`config.mk`:
```
export PLATFORM = sky130hd
export DESIGN_NAME = axilite_addr_queue
export DESIGN_NICKNAME = d
export VERILOG_FILES = /design/src/rtl/axilite_pkg.sv /design/src/rtl/axilite_addr_classify.sv /design/src/rtl/axilite_addr_queue.sv
export SDC_FILE = /design/constraint.sdc
export NUM_CORES = 1
export LEC_CHECK = 0
export CAP_MARGIN = 15
export CORE_MARGIN = 2
export CORE_UTILIZATION = 40
export CTS_CLUSTER_DIAMETER = 150
export DETAILED_ROUTE_END_ITERATION = 7
export PLACE_DENSITY = 0.56
export SLEW_MARGIN = 10
export SYNTH_ARGS = -nofsm -noshare
export SYNTH_HDL_FRONTEND = slang
export SYNTH_SLANG_ARGS = --single-unit
```
`constraint.sdc`:
```
create_clock -name clk -period 2.5 [get_ports clk]
set_input_delay 0.5 -clock clk [delete_from_list [all_inputs] [get_ports clk]]
set_output_delay 0.5 -clock clk [all_outputs]
set_load 0.05 [all_outputs]
```
`src/rtl/axilite_pkg.sv`:
```
// Shared AXI-Lite definitions: error flag bit positions, AxPROT bit
// positions and the response encodings used by the register-access logic.
package axilite_pkg;

  localparam int ERR_W        = 2;
  localparam int ERR_MISALIGN = 0;
  localparam int ERR_RANGE    = 1;

  localparam int PROT_W       = 3;
  localparam int PROT_PRIV    = 0;
  localparam int PROT_NONSEC  = 1;
  localparam int PROT_INSTR   = 2;

  typedef enum logic [1:0] {
    RESP_OKAY   = 2'b00,
    RESP_EXOKAY = 2'b01,
    RESP_SLVERR = 2'b10,
    RESP_DECERR = 2'b11
  } axi_resp_e;

endpackage

```
`src/rtl/axilite_addr_classify.sv`:
```
// Combinational address classifier: flags misaligned addresses and
// addresses outside [BASE_ADDR, BASE_ADDR + SPAN). The upper bound is
// formed one bit wider than the address so a window ending at the top of
// the address space does not wrap to zero.
module axilite_addr_classify
  import axilite_pkg::*;
#(
  parameter int                    ADDR_WIDTH = 32,
  parameter int                    DATA_BYTES = 4,
  parameter logic [ADDR_WIDTH-1:0] BASE_ADDR  = '0,
  parameter logic [ADDR_WIDTH-1:0] SPAN       = 'h1000
) (
  input  logic [ADDR_WIDTH-1:0] addr,
  output logic [ERR_W-1:0]      err
);

  localparam logic [ADDR_WIDTH-1:0] ALIGN_MASK = ADDR_WIDTH'(DATA_BYTES - 1);
  localparam logic [ADDR_WIDTH:0]   WIN_LO     = {1'b0, BASE_ADDR};
  localparam logic [ADDR_WIDTH:0]   WIN_HI     = WIN_LO + {1'b0, SPAN};

  logic [ADDR_WIDTH:0] addr_ext;

  // Alignment test on the low address bits, window test at extended width
  always_comb begin
    err               = '0;
    addr_ext          = {1'b0, addr};
    err[ERR_MISALIGN] = |(addr & ALIGN_MASK);
    err[ERR_RANGE]    = (addr_ext < WIN_LO) || (addr_ext >= WIN_HI);
  end

endmodule

```
`src/rtl/axilite_addr_queue.sv`:
```
// AXI-Lite address-channel receiver: accepts AR/AW addresses into a
// first-word-fall-through queue, classifying each one as it is captured.
// The head entry is held on registered outputs until the consumer pops it.
module axilite_addr_queue
  import axilite_pkg::*;
#(
  parameter int                    ADDR_WIDTH = 32,
  parameter int                    DEPTH      = 4,
  parameter int                    DATA_BYTES = 4,
  parameter logic [ADDR_WIDTH-1:0] BASE_ADDR  = '0,
  parameter logic [ADDR_WIDTH-1:0] SPAN       = 'h1000
) (
  input  logic                    clk,
  input  logic                    rst,
  input  logic [ADDR_WIDTH-1:0]   addr,
  input  logic [PROT_W-1:0]       prot,
  input  logic                    valid,
  output logic                    ready,
  output logic [ADDR_WIDTH-1:0]   held_addr,
  output logic [PROT_W-1:0]       held_prot,
  output logic [ERR_W-1:0]        addr_err,
  output logic                    addr_ready,
  input  logic                    deassert_addr,
  output logic [$clog2(DEPTH):0]  level
);

  localparam int PW = $clog2(DEPTH);
  localparam int LW = PW + 1;

  logic [ADDR_WIDTH-1:0] mem_addr [DEPTH];
  logic [PROT_W-1:0]     mem_prot [DEPTH];
  logic [ERR_W-1:0]      mem_err  [DEPTH];

  logic [PW-1:0]    wr_ptr;
  logic [PW-1:0]    rd_ptr;
  logic [PW-1:0]    rd_ptr_next;
  logic [LW-1:0]    level_next;
  logic [ERR_W-1:0] in_err;
  logic             push;
  logic             pop;
  logic             load_head;
  logic             head_from_input;

  axilite_addr_classify #(
    .ADDR_WIDTH (ADDR_WIDTH),
    .DATA_BYTES (DATA_BYTES),
    .BASE_ADDR  (BASE_ADDR),
    .SPAN       (SPAN)
  ) u_classify (
    .addr (addr),
    .err  (in_err)
  );

  // Handshake decode, next occupancy, and where the next head comes from
  always_comb begin
    push            = valid && ready;
    pop             = deassert_addr && addr_ready;
    rd_ptr_next     = pop ? rd_ptr + PW'(1) : rd_ptr;
    level_next      = level;
    if (push && !pop) level_next = level + LW'(1);
    if (pop && !push) level_next = level - LW'(1);
    load_head       = (level_next != '0) && (pop || (level == '0));
    head_from_input = (rd_ptr_next == wr_ptr);
  end

  // Queue storage; contents need no reset since occupancy gates every read
  always_ff @(posedge clk) begin
    if (push) begin
      mem_addr[wr_ptr] <= addr;
      mem_prot[wr_ptr] <= prot;
      mem_err[wr_ptr]  <= in_err;
    end
  end

  // Pointers, occupancy, registered handshake flags and head outputs
  always_ff @(posedge clk or posedge rst) begin
    if (rst) begin
      wr_ptr     <= '0;
      rd_ptr     <= '0;
      level      <= '0;
      ready      <= 1'b0;
      addr_ready <= 1'b0;
      held_addr  <= '0;
      held_prot  <= '0;
      addr_err   <= '0;
    end else begin
      if (push) wr_ptr <= wr_ptr + PW'(1);
      rd_ptr     <= rd_ptr_next;
      level      <= level_next;
      ready      <= (level_next < LW'(DEPTH));
      addr_ready <= (level_next != '0);
      if (load_head) begin
        if (head_from_input) begin
          held_addr <= addr;
          held_prot <= prot;
          addr_err  <= in_err;
        end else begin
          held_addr <= mem_addr[rd_ptr_next];
          held_prot <= mem_prot[rd_ptr_next];
          addr_err  <= mem_err[rd_ptr_next];
        end
      end
    end
  end

endmodule
```
==> results.cfg, run 1 <==
[timing]
post-route-period-util = 0.949
totalNegativeSetupSlack_ns = 0
finalHoldWorstSlack_ns = 0.431
fin_ws_ns = 0.126
slew_headroom = 0.623
final.setup_skew_ns = 0.00647
fmaxAchievable_mhz = 421
finalCriticalPeriod_ns = 2.37
rsz_0062_raised_after_global_routing = no
finalHoldViolations = 0
worst_pin_slew_ns = 0.561
final_count_of_pins_violating_max_slew = 0
finalSetupViolCount = 0

[global_routing]
grt_pass1_vias = 5355
grt_first_pass_wirelength_um = 29700
groute.usage.overall = 0.178
grt_remaining_overflow = 0
grt_antenna_before_repair = 0
largest_net_degree_at_the_start_of_global_routing = 74

[power_and_ir_drop]
share_seq_of_total_power = 0.310
worst_ir_drop_vdd_uv = 684
p_sw_mw = 5.59
total_power_mw = 15.1
cell_internal_pwr_mw = 9.53
power.static_leakage_nw = 3.64
cell_area_power_density_mw_per_mm2 = 1440
clkPwrFrac = 0.202
power.share.switching = 0.370
combPwrFrac = 0.488

[cells_and_area]
multi_input_area_mm2 = 0.00255
layout-drive-gt1-share = 0.239
area_delta_synth_final_pct = 25.6
ff_latch_area_mm2 = 0.00560
postLayoutCoreUtil = 0.516
fillerInstances = 1685
final_cells = 943
finish.net_count = 706
final_area_mm2 = 0.0105
count_of_inserted_antenna_diode_cells = 0

[route]
drc = 0
wl_per_cell_um = 20.0
vias_per_cell = 5.57
routed_wl_um = 18900
drtPass1Iterations = 5
postRouteAntennaNets = 0
drt_first_iter_violations = 381
vias = 5253

[die]
die_area_mm2 = 0.0221
floorplan.die.width_um = 149
number_of_top_level_pins = 81
start_util = 0.411
fp-row-count = 52
core_mm2 = 0.0204
die-height_um = 149

[synthesis]
ys_seq_elements = 194
syn_area_per_cell_um2 = 15.1
synth_warnings = 0
syn_nets = 601
mappedNetlistArea_mm2 = 0.00837
ys_dominant_reg_cell = sky130_fd_sc_hd__edfxtp_1
fraction_of_the_yosys_area_taken_by_sequential_cells = 0.669
edff_count_synth = 148
synthArstFlopShare = 0.237
synth_cell_types = 40
postSynthCellCount = 555

[clocking]
cts_tree = built
h_tree_depth = 4
clock_insertion_delay_worst_skew_ns = 0.43
post_cts_resize_count = 0
cts.repair_timing.setup_buffer_count = 0
clock-root-buffer = sky130_fd_sc_hd__clkbuf_16
cts_inserted_buffers = 17
cts.sink_count = 194
cts.path.max_buffers = 2
clkTransAtPathRegs_ns = 0.07
cts_hold_repair.buffers = 0

[worst_setup_path]
timing.critical_path.slowest_cell_delay_ns = 0.40
timing.critical_path.slowest_stage_cell = sky130_fd_sc_hd__dfrtp_2
worst-endpoint-arrival_ns = 2.69
cp_data_required_time_ns = 2.81
crit_fanout = 19
critPathLaunchType = flip-flop
critical_path_cell_list = inv_1 > ha_1 > nor4_1 > a31oi_1 > o31ai_1 > a221oi_4 > buf_12 > mux2_2
critPathKind = flip-flop to flip-flop
worst_setup_path_end_kind = flip-flop

[placed_design]
placement.setup.worst_slack_ns = -0.296
io_buffer_count = 80
detailedPlacementHpwl_um = 11500
gp_congestion = 0.708
post_dp_cell_area_mm2 = 0.00985
place_inst = 911

[flow_run]
drv.max_cap_violation_count = 0

[outcome]
run_status = complete, no violations

[hold_path]
min-delay-path-class = input pin to asynchronous set/reset pin
[synth_stat cells, types with 2 or more instances]
cell,n,area share
sky130_fd_sc_hd__mux2_2,66,0.089
sky130_fd_sc_hd__o21ai_0,68,0.041
sky130_fd_sc_hd__mux2i_1,16,0.019
sky130_fd_sc_hd__a21oi_1,2,0.0012
sky130_fd_sc_hd__mux2_1,5,0.0067
sky130_fd_sc_hd__nor4_1,6,0.0045
sky130_fd_sc_hd__ha_1,7,0.010
sky130_fd_sc_hd__nand2_1,7,0.0031
sky130_fd_sc_hd__buf_6,5,0.0067
sky130_fd_sc_hd__o22a_1,34,0.036
sky130_fd_sc_hd__buf_2,8,0.0048
sky130_fd_sc_hd__xnor2_1,4,0.0042
sky130_fd_sc_hd__inv_1,11,0.0049
sky130_fd_sc_hd__nor2_1,3,0.0013
sky130_fd_sc_hd__clkbuf_1,22,0.0099
sky130_fd_sc_hd__mux4_2,3,0.0081
sky130_fd_sc_hd__o22ai_1,66,0.049
sky130_fd_sc_hd__buf_1,2,0.00090
sky130_fd_sc_hd__and3_1,5,0.0037
sky130_fd_sc_hd__dfrtp_1,46,0.14
sky130_fd_sc_hd__edfxtp_1,148,0.53
sky130_fd_sc_hd__nand3_1,3,0.0018
[worst max-delay path: cells and delay by family (launching register included)]
family          cells  cell delay (ns)
simple gates        1             0.09
fa+ha+maj           1             0.37
buf+inv             2             0.34
mux                 1             0.35
compound gates      3             0.70
flops               1             0.40
[layout by cell type, fill, tap and decap left out, types with 2 or more instances in the layout]
master	count
sky130_fd_sc_hd__edfxtp_1	148
sky130_fd_sc_hd__clkdlybuf4s50_1	80
sky130_fd_sc_hd__o21ai_0	68
sky130_fd_sc_hd__o22ai_1	66
sky130_fd_sc_hd__mux2_2	66
sky130_fd_sc_hd__dfrtp_1	41
sky130_fd_sc_hd__o22a_1	34
sky130_fd_sc_hd__buf_4	29
sky130_fd_sc_hd__clkbuf_16	17
sky130_fd_sc_hd__mux2i_1	16
sky130_fd_sc_hd__buf_12	15
sky130_fd_sc_hd__inv_1	10
sky130_fd_sc_hd__nand2_1	7
sky130_fd_sc_hd__ha_1	7
sky130_fd_sc_hd__nor4_1	6
sky130_fd_sc_hd__bufinv_16	6
sky130_fd_sc_hd__mux2_1	5
sky130_fd_sc_hd__dfrtp_2	5
sky130_fd_sc_hd__xnor2_1	4
sky130_fd_sc_hd__and3_2	4
sky130_fd_sc_hd__nor2_1	3
sky130_fd_sc_hd__mux4_2	3
sky130_fd_sc_hd__nand3_1	2
sky130_fd_sc_hd__a21oi_1	2
sky130_fd_sc_hd__clkinv_1	2
sky130_fd_sc_hd__clkinvlp_4	2
sky130_fd_sc_hd__inv_6	2
[flip-flops by register name (all words and copies together) (netlist names)]
register,flops
mem_prot,12
mem_addr,128
held_addr,32
addr_ready,1
ready,1
level,3
mem_err,8
addr_err,2
wr_ptr,2
rd_ptr,2
held_prot,3
[per-layer routing]
| layer | up-vias | part of all wire | global-route usage |
|---|---|---|---|
| li1 | 2434 | - | - |
| met4 | 0 | 0.0081 | 0.0376 |
| met5 | - | 0 | 0 |
| met2 | 132 | 0.51 | 0.303 |
| met3 | 13 | 0.040 | 0.0408 |
| met1 | 2674 | 0.44 | 0.234 |
[power by group through the flow]
stage / clock network (mW) / registers [mW] / logic, mW
after CTS: 3.11 / 4.69 / 7.48
after global routing: 3.26 / 4.77 / 7.91
after floorplan: 0 / 5.87 / 3.87
final: 3.05 / 4.69 / 7.38
after detailed placement: 0 / 4.75 / 7.44
after global placement: 0 / 4.71 / 7.29
[path summary, 6_finish.rpt]
path	end	startpoint	slack (ns)	cells past startpoint
setup / recovery	held_addr[19]	level[0]	0.13	8
hold / removal	held_addr[8]	rst	0.43	2
setup reg to reg	held_addr[19]	level[0]	0.13	8
hold reg to reg	held_prot[2]	held_prot[2]	0.49	1
max in group asynchronous	level[0]	rst	1.49	3
min in group clk	held_prot[2]	held_prot[2]	0.49	1
[logic make-up after synthesis]
family / synth area share
AO/OA/AOI/OAI: 0.141
XOR/XNOR: 0.00942
adder cells (fa/ha/maj): 0.0105
buffers and inverters: 0.0281
flip-flops: 0.669
multiplexers: 0.125
AND/OR/NAND/NOR: 0.0172
[area by class of cell]
| cell class | count | share of cell area |
|---|---|---|
| well taps | 270 | 0.0321 |
| flip-flops and latches | 194 | 0.533 |
| clock buffers | 18 | 0.0408 |
| inverters | 11 | 0.00393 |
| multi-input cells | 312 | 0.243 |
| repair buffers | 124 | 0.125 |
| clock inverters | 14 | 0.0223 |
(Power assumes the default switching activity.)
==> run 2: changes to the inputs <==
--- a/config.mk
+++ b/config.mk
@@ -11,7 +11,6 @@
 export CTS_CLUSTER_DIAMETER = 150
 export DETAILED_ROUTE_END_ITERATION = 7
 export PLACE_DENSITY = 0.56
-export SLEW_MARGIN = 10
 export SYNTH_ARGS = -nofsm -noshare
 export SYNTH_HDL_FRONTEND = slang
 export SYNTH_SLANG_ARGS = --single-unit
==> results of run 2 <==
No change in the layout: final DEF, timing and power equal those of run 1.
==> RTL change 1: new RTL, flow settings as in run 1 <==
`ADDR_WIDTH` is set to 32 in 2 places; all go to 64.
--- a/src/rtl/axilite_addr_classify.sv
+++ b/src/rtl/axilite_addr_classify.sv
@@ -5,7 +5,7 @@
 module axilite_addr_classify
   import axilite_pkg::*;
 #(
-  parameter int                    ADDR_WIDTH = 32,
+  parameter int                    ADDR_WIDTH = 64,
   parameter int                    DATA_BYTES = 4,
   parameter logic [ADDR_WIDTH-1:0] BASE_ADDR  = '0,
   parameter logic [ADDR_WIDTH-1:0] SPAN       = 'h1000
--- a/src/rtl/axilite_addr_queue.sv
+++ b/src/rtl/axilite_addr_queue.sv
@@ -4,7 +4,7 @@
 module axilite_addr_queue
   import axilite_pkg::*;
 #(
-  parameter int                    ADDR_WIDTH = 32,
+  parameter int                    ADDR_WIDTH = 64,
   parameter int                    DEPTH      = 4,
   parameter int                    DATA_BYTES = 4,
   parameter logic [ADDR_WIDTH-1:0] BASE_ADDR  = '0,
Ports: changed (resized addr and held_addr); port bits go from 81 to 145. The function was not compared with the original's and may differ.
==> RTL change 1 against run 1 <==
  * Count of clock-buffer cells in the layout is 39 higher
  * Final cell count is 74% higher
  * Power is 68% higher
  * Setup slack worse by 0.051 ns
  * Wire length is 76% higher
  * Sequential cell count is 160 higher
  * Design area is 74% higher
  * Hold slack worse by 0.11 ns
  * Area after synthesis is 68% higher
  * Critical path type unchanged
  * Largest power group unchanged
==> RTL change 1: results (changes against run 1) <==
hpwlAfterDp_um: 20230  # +76%
seq_area_frac_synth_pct: 72.75  # +5.9 points
critical_path.max_fanout: 14  # -5
rows: 68  # +31%
r2r_cells: 10  # +2
synth_edf_count: 276  # +86%
io_buffers: 144  # +80%
grt_pass1_vias: 8687  # +62%
drt-initial-drc-count: 493  # +29%
synthArstFlopShare_pct: 22.03  # -1.7 points
tightest_slew_ns: 0.5817  # +0.02045 ns
reg_top3: "mem_addr x256, held_addr x64, mem_prot x12"
status: "complete, no violations"
fillers: 2857  # +70%
ir_drop_v: 0.0008793  # +29%
cp_slowest_cell: "dfrtp_1"
final_nets: 1230  # +74%
worstPathArrival_ns: 2.83  # +0.14 ns
pg_seq_uw: 8430  # +80%
holdWs_ns: 0.3191  # -0.1120 ns
routed_via_density: 5.092  # -8.6%
place_ws_ns: -0.9390  # -0.6431 ns
dr_wl_met2_um: 15480  # +61%
htreeDepth: 2  # -2
use_met2_pct: 29.33  # -0.98 points
wl_per_cell_um: 20.30  # +1.4%
syn_avg_cell_area_um2: 15.55  # +3.1%
total_power_uw: 25400  # +68%
grt_max_degree: 45  # -39%
reg2reg_setup_slack_ns: 0.08  # -0.05 ns
wl_met1_um: 15700  # +88%
fin_skew_ns: 0.02169  # +0.01522 ns
cpLargestDelayFamily: "buffers and inverters"
p_leak_uw: 0.006599  # +81%
clk-power_uw: 5310  # +74%
drive_above_1_share_pct: 21.56  # -2.4 points
synth_cell_types: 46  # +15%
grt_util_all_layers_pct: 18.21  # +0.42 points
ys_top_cells_by_area: "edfxtp_1, dfrtp_1, mux2i_1"
place_congestion: 0.7307  # +3.2%
finalWirelength_um: 33260  # +76%
first_pass_iters: 4  # -1
finalInstanceArea_um2: 18250  # +74%
clock_latency_ns: 0.53  # +0.10 ns
endpoint: "held_addr[8]"
period_share_pct: 96.97  # +2.0 points
cts.path.max_buffers: 3  # +1
met1_usage_pct: 25.84  # +2.4 points
cts-buffers-inserted: 39  # +22
met3_usage_pct: 3.380  # -0.70 points
switching_share_pct: 37.64  # +0.67 points
yosys-top-cells-count: "edfxtp_1, nand2_1, dfrtp_1"
synth_fp_nets: 983  # +64%
dpl-instance-area_um2: 16960  # +72%
wl_met3_um: 1557  # +110%
-- RTL change 1: layout make-up --
| class | instances | area share [%] |
|---|---|---|
| clock buffers | 57 | 6.046 |
| clock inverters | 15 | 0.4524 |
| inverters | 6 | 0.1371 |
| multi-input cells | 491 | 19.71 |
| flip-flops and latches | 354 | 56.12 |
| well taps | 455 | 3.119 |
| repair buffers | 260 | 14.41 |
-- RTL change 1: cells by family (layout without fill, tap and decap cells) --
kind of cell               count (synthesis)  count (layout)  share of synthesized area (%)
xor gates and xnor gates                   5               5                         0.3111
adders and majority gates                  7               7                         0.6222
muxes                                    141             141                          10.92
buffers and inverters                     60             338                          2.142
DFF                                      354             354                          72.75
AOI/OAI and AO/OA                        153             153                          7.565
and+or+nand+nor                          185             185                          5.690
-- RTL change 1: repair_timing --
action                     in CTS  in global routing
gates resized for setup         3                  2
setup buffers                   0                  4
setup endpoints to repair       5                 68
pin swaps                       2                  0
gates cloned                    0                  2
==> RTL change 2: new RTL, config.mk and constraints of run 1 <==
Made on the original files. Reset style: synchronous (`rst`), changed in one clocked block.
--- a/src/rtl/axilite_addr_queue.sv
+++ b/src/rtl/axilite_addr_queue.sv
@@ -73,7 +73,7 @@
   end
 
   // Pointers, occupancy, registered handshake flags and head outputs
-  always_ff @(posedge clk or posedge rst) begin
+  always_ff @(posedge clk) begin
     if (rst) begin
       wr_ptr     <= '0;
       rd_ptr     <= '0;
Function: differs if rst is asserted again (counterexample within 4 cycles, from zero or initial values and one cycle with rst high); with rst held inactive, the same outputs for 4 cycles.
==> RTL change 2 against run 1 <==
  * Sequential cell count unchanged
  * Largest power group unchanged
  * Design area decreased by 2.9%
  * Synthesized cell count increased by 5.9%
  * Setup slack got worse by 0.014 ns
  * Count of clock-buffer cells in the layout unchanged
  * Non-clock buffer count increased by 11
  * Critical path depth unchanged
  * Combinational power decreased by 33%
  * Power decreased by 20%
  * Wire length increased by 7.9%
  * Area after synthesis decreased by 3.9%
  * Critical path type unchanged
==> RTL change 2: results (changes against run 1) <==
clock_latency_ns: 0.43  # about the same
cts-buffers-inserted: 17  # unchanged
critical_path.max_fanout: 15  # -4
grt_pass1_vias: 5470  # +2.1%
fin_skew_ns: 0.007642  # +0.001169 ns
grt_util_all_layers_pct: 19.10  # +1.3 points
ir_drop_v: 0.0008349  # +22%
p_leak_uw: 0.003392  # -6.9%
first_pass_iters: 5  # unchanged
synthFlopType: "edfxtp_1"
cpPeakStageDelay_ns: 0.56  # +0.16 ns
dpl.cell_count: 946  # +3.8%
drive_above_1_share_pct: 20.17  # -3.8 points
status: "complete, no violations"
synthArstFlopShare_pct: 0  # -24 points
slew_headroom_pct: 54.86  # -7.4 points
grt_pass1_wl_um: 31250  # +5.4%
post_cts_resized: 0  # unchanged
top_layer_used: "met4"
post-cts-setup-buffers: 0  # unchanged
final_nets: 747  # +5.8%
drt-initial-drc-count: 361  # -5.2%
hpwlAfterDp_um: 12500  # +8.7%
finalWirelength_um: 20370  # +7.9%
dpl-instance-area_um2: 9547  # -3.1%
synth_fp_nets: 634  # +5.5%
synth_cell_types: 54  # +35%
synth_edf_count: 148  # unchanged
endpoint: "held_addr[24]"
wl_met1_um: 9139  # +9.3%
place_ws_ns: -0.3947  # -0.09883 ns
seq_area_frac_synth_pct: 66.69  # -0.17 points
fin_setup_tns_ns: 0  # unchanged
cts_hold_buffers: 0  # unchanged
antenna_found_initial: 0  # unchanged
layout_setup_ws_ns: 0.1125  # -0.01389 ns
syn_avg_cell_area_um2: 13.68  # -9.3%
place_congestion: 0.7595  # +7.3%
num_antenna_cells: 0  # unchanged
ys_top_cells_by_area: "edfxtp_1, dfxtp_1, o31ai_2"
worstPathArrival_ns: 2.67  # -0.02 ns
yosys-top-cells-count: "edfxtp_1, dfxtp_1, nand2_1, nor2_1, a21oi_1"
r2r_cells: 8  # unchanged
clk_pin_slew_ns: 0.07  # about the same
fin_cells: 979  # +3.8%
synth_warnings: 0  # unchanged
cp_slowest_cell: "or4_4"
min_path_type: "flip-flop to flip-flop"
num_vias: 5331  # +1.5%
clock-root-buffer: "clkbuf_16"
critPathLaunch: "level[0]"
wl_met3_um: 949  # +26%
dr_wl_met2_um: 9904  # +3.1%
grt_max_degree: 39  # -47%
RTL change 2: cell types whose count changed after synthesis, sizes merged, moves of 19 or more:
cell and delta:
mux2 -69, o22ai -63, o21ai -62, dfrtp -46, dfxtp +46, nor2 +43, nand2 +39, a21oi +37
o31ai +37, a31oi +36, o22a -34, o211ai +31, mux2i +19
RTL change 2: how the worst min path moves through the flow:
stage                    from         to  slack, ns  depth (start not counted)
global placement     level[0]   level[0]       0.54                          2
CTS                  level[0]   level[0]       0.55                          2
detailed placement   level[0]   level[0]       0.54                          2
finish               level[0]   level[0]       0.56                          2
global route        wr_ptr[1]  wr_ptr[1]       0.59                          2
floorplan           wr_ptr[1]  wr_ptr[1]       0.49                          2
RTL change 2: cell type report:
cell class	instances	area [um^2]
timing repair buffer	135	1389
sequential	194	5371
fill	1711	9385
inverter	8	30.03
tap	265	331.6
clock buffer	18	439.2
clock inverter	14	190.2
multi-input combinational	345	2454
RTL change 2: logic make-up (layout without fill, tap and decap cells):
logic type	Yosys count	count (layout)	synth area share, %
xor+xnor	4	4	0.4354
fa+ha+maj	7	7	1.089
simple gates	125	126	7.154
compound gates	170	170	16.39
mux	38	38	4.759
flops	194	194	66.69
buf+inv	50	175	3.484
RTL change 2: where the power goes:
part / internal [uW] / total (uW) / switching [uW]
registers: 3940 / 4290 / 355
clock network: 1640 / 2890 / 1250
logic: 1810 / 4930 / 3120
RTL change 2: critical path: cells and delay by family (launching register included):
family                     cells  cell delay [ns]
and+or+nand+nor                2             0.76
adders and majority gates      1             0.35
DFF                            1             0.39
AOI/OAI and AO/OA              3             0.50
buffers and inverters          2             0.23
RTL change 2: metal layers:
metal / vias to the layer above / track usage [%]
met4: 0 / 5.784
met1: 2672 / 25.04
met3: 27 / 4.169
met2: 129 / 31.86
li1: 2503 / -
met5: - / 0
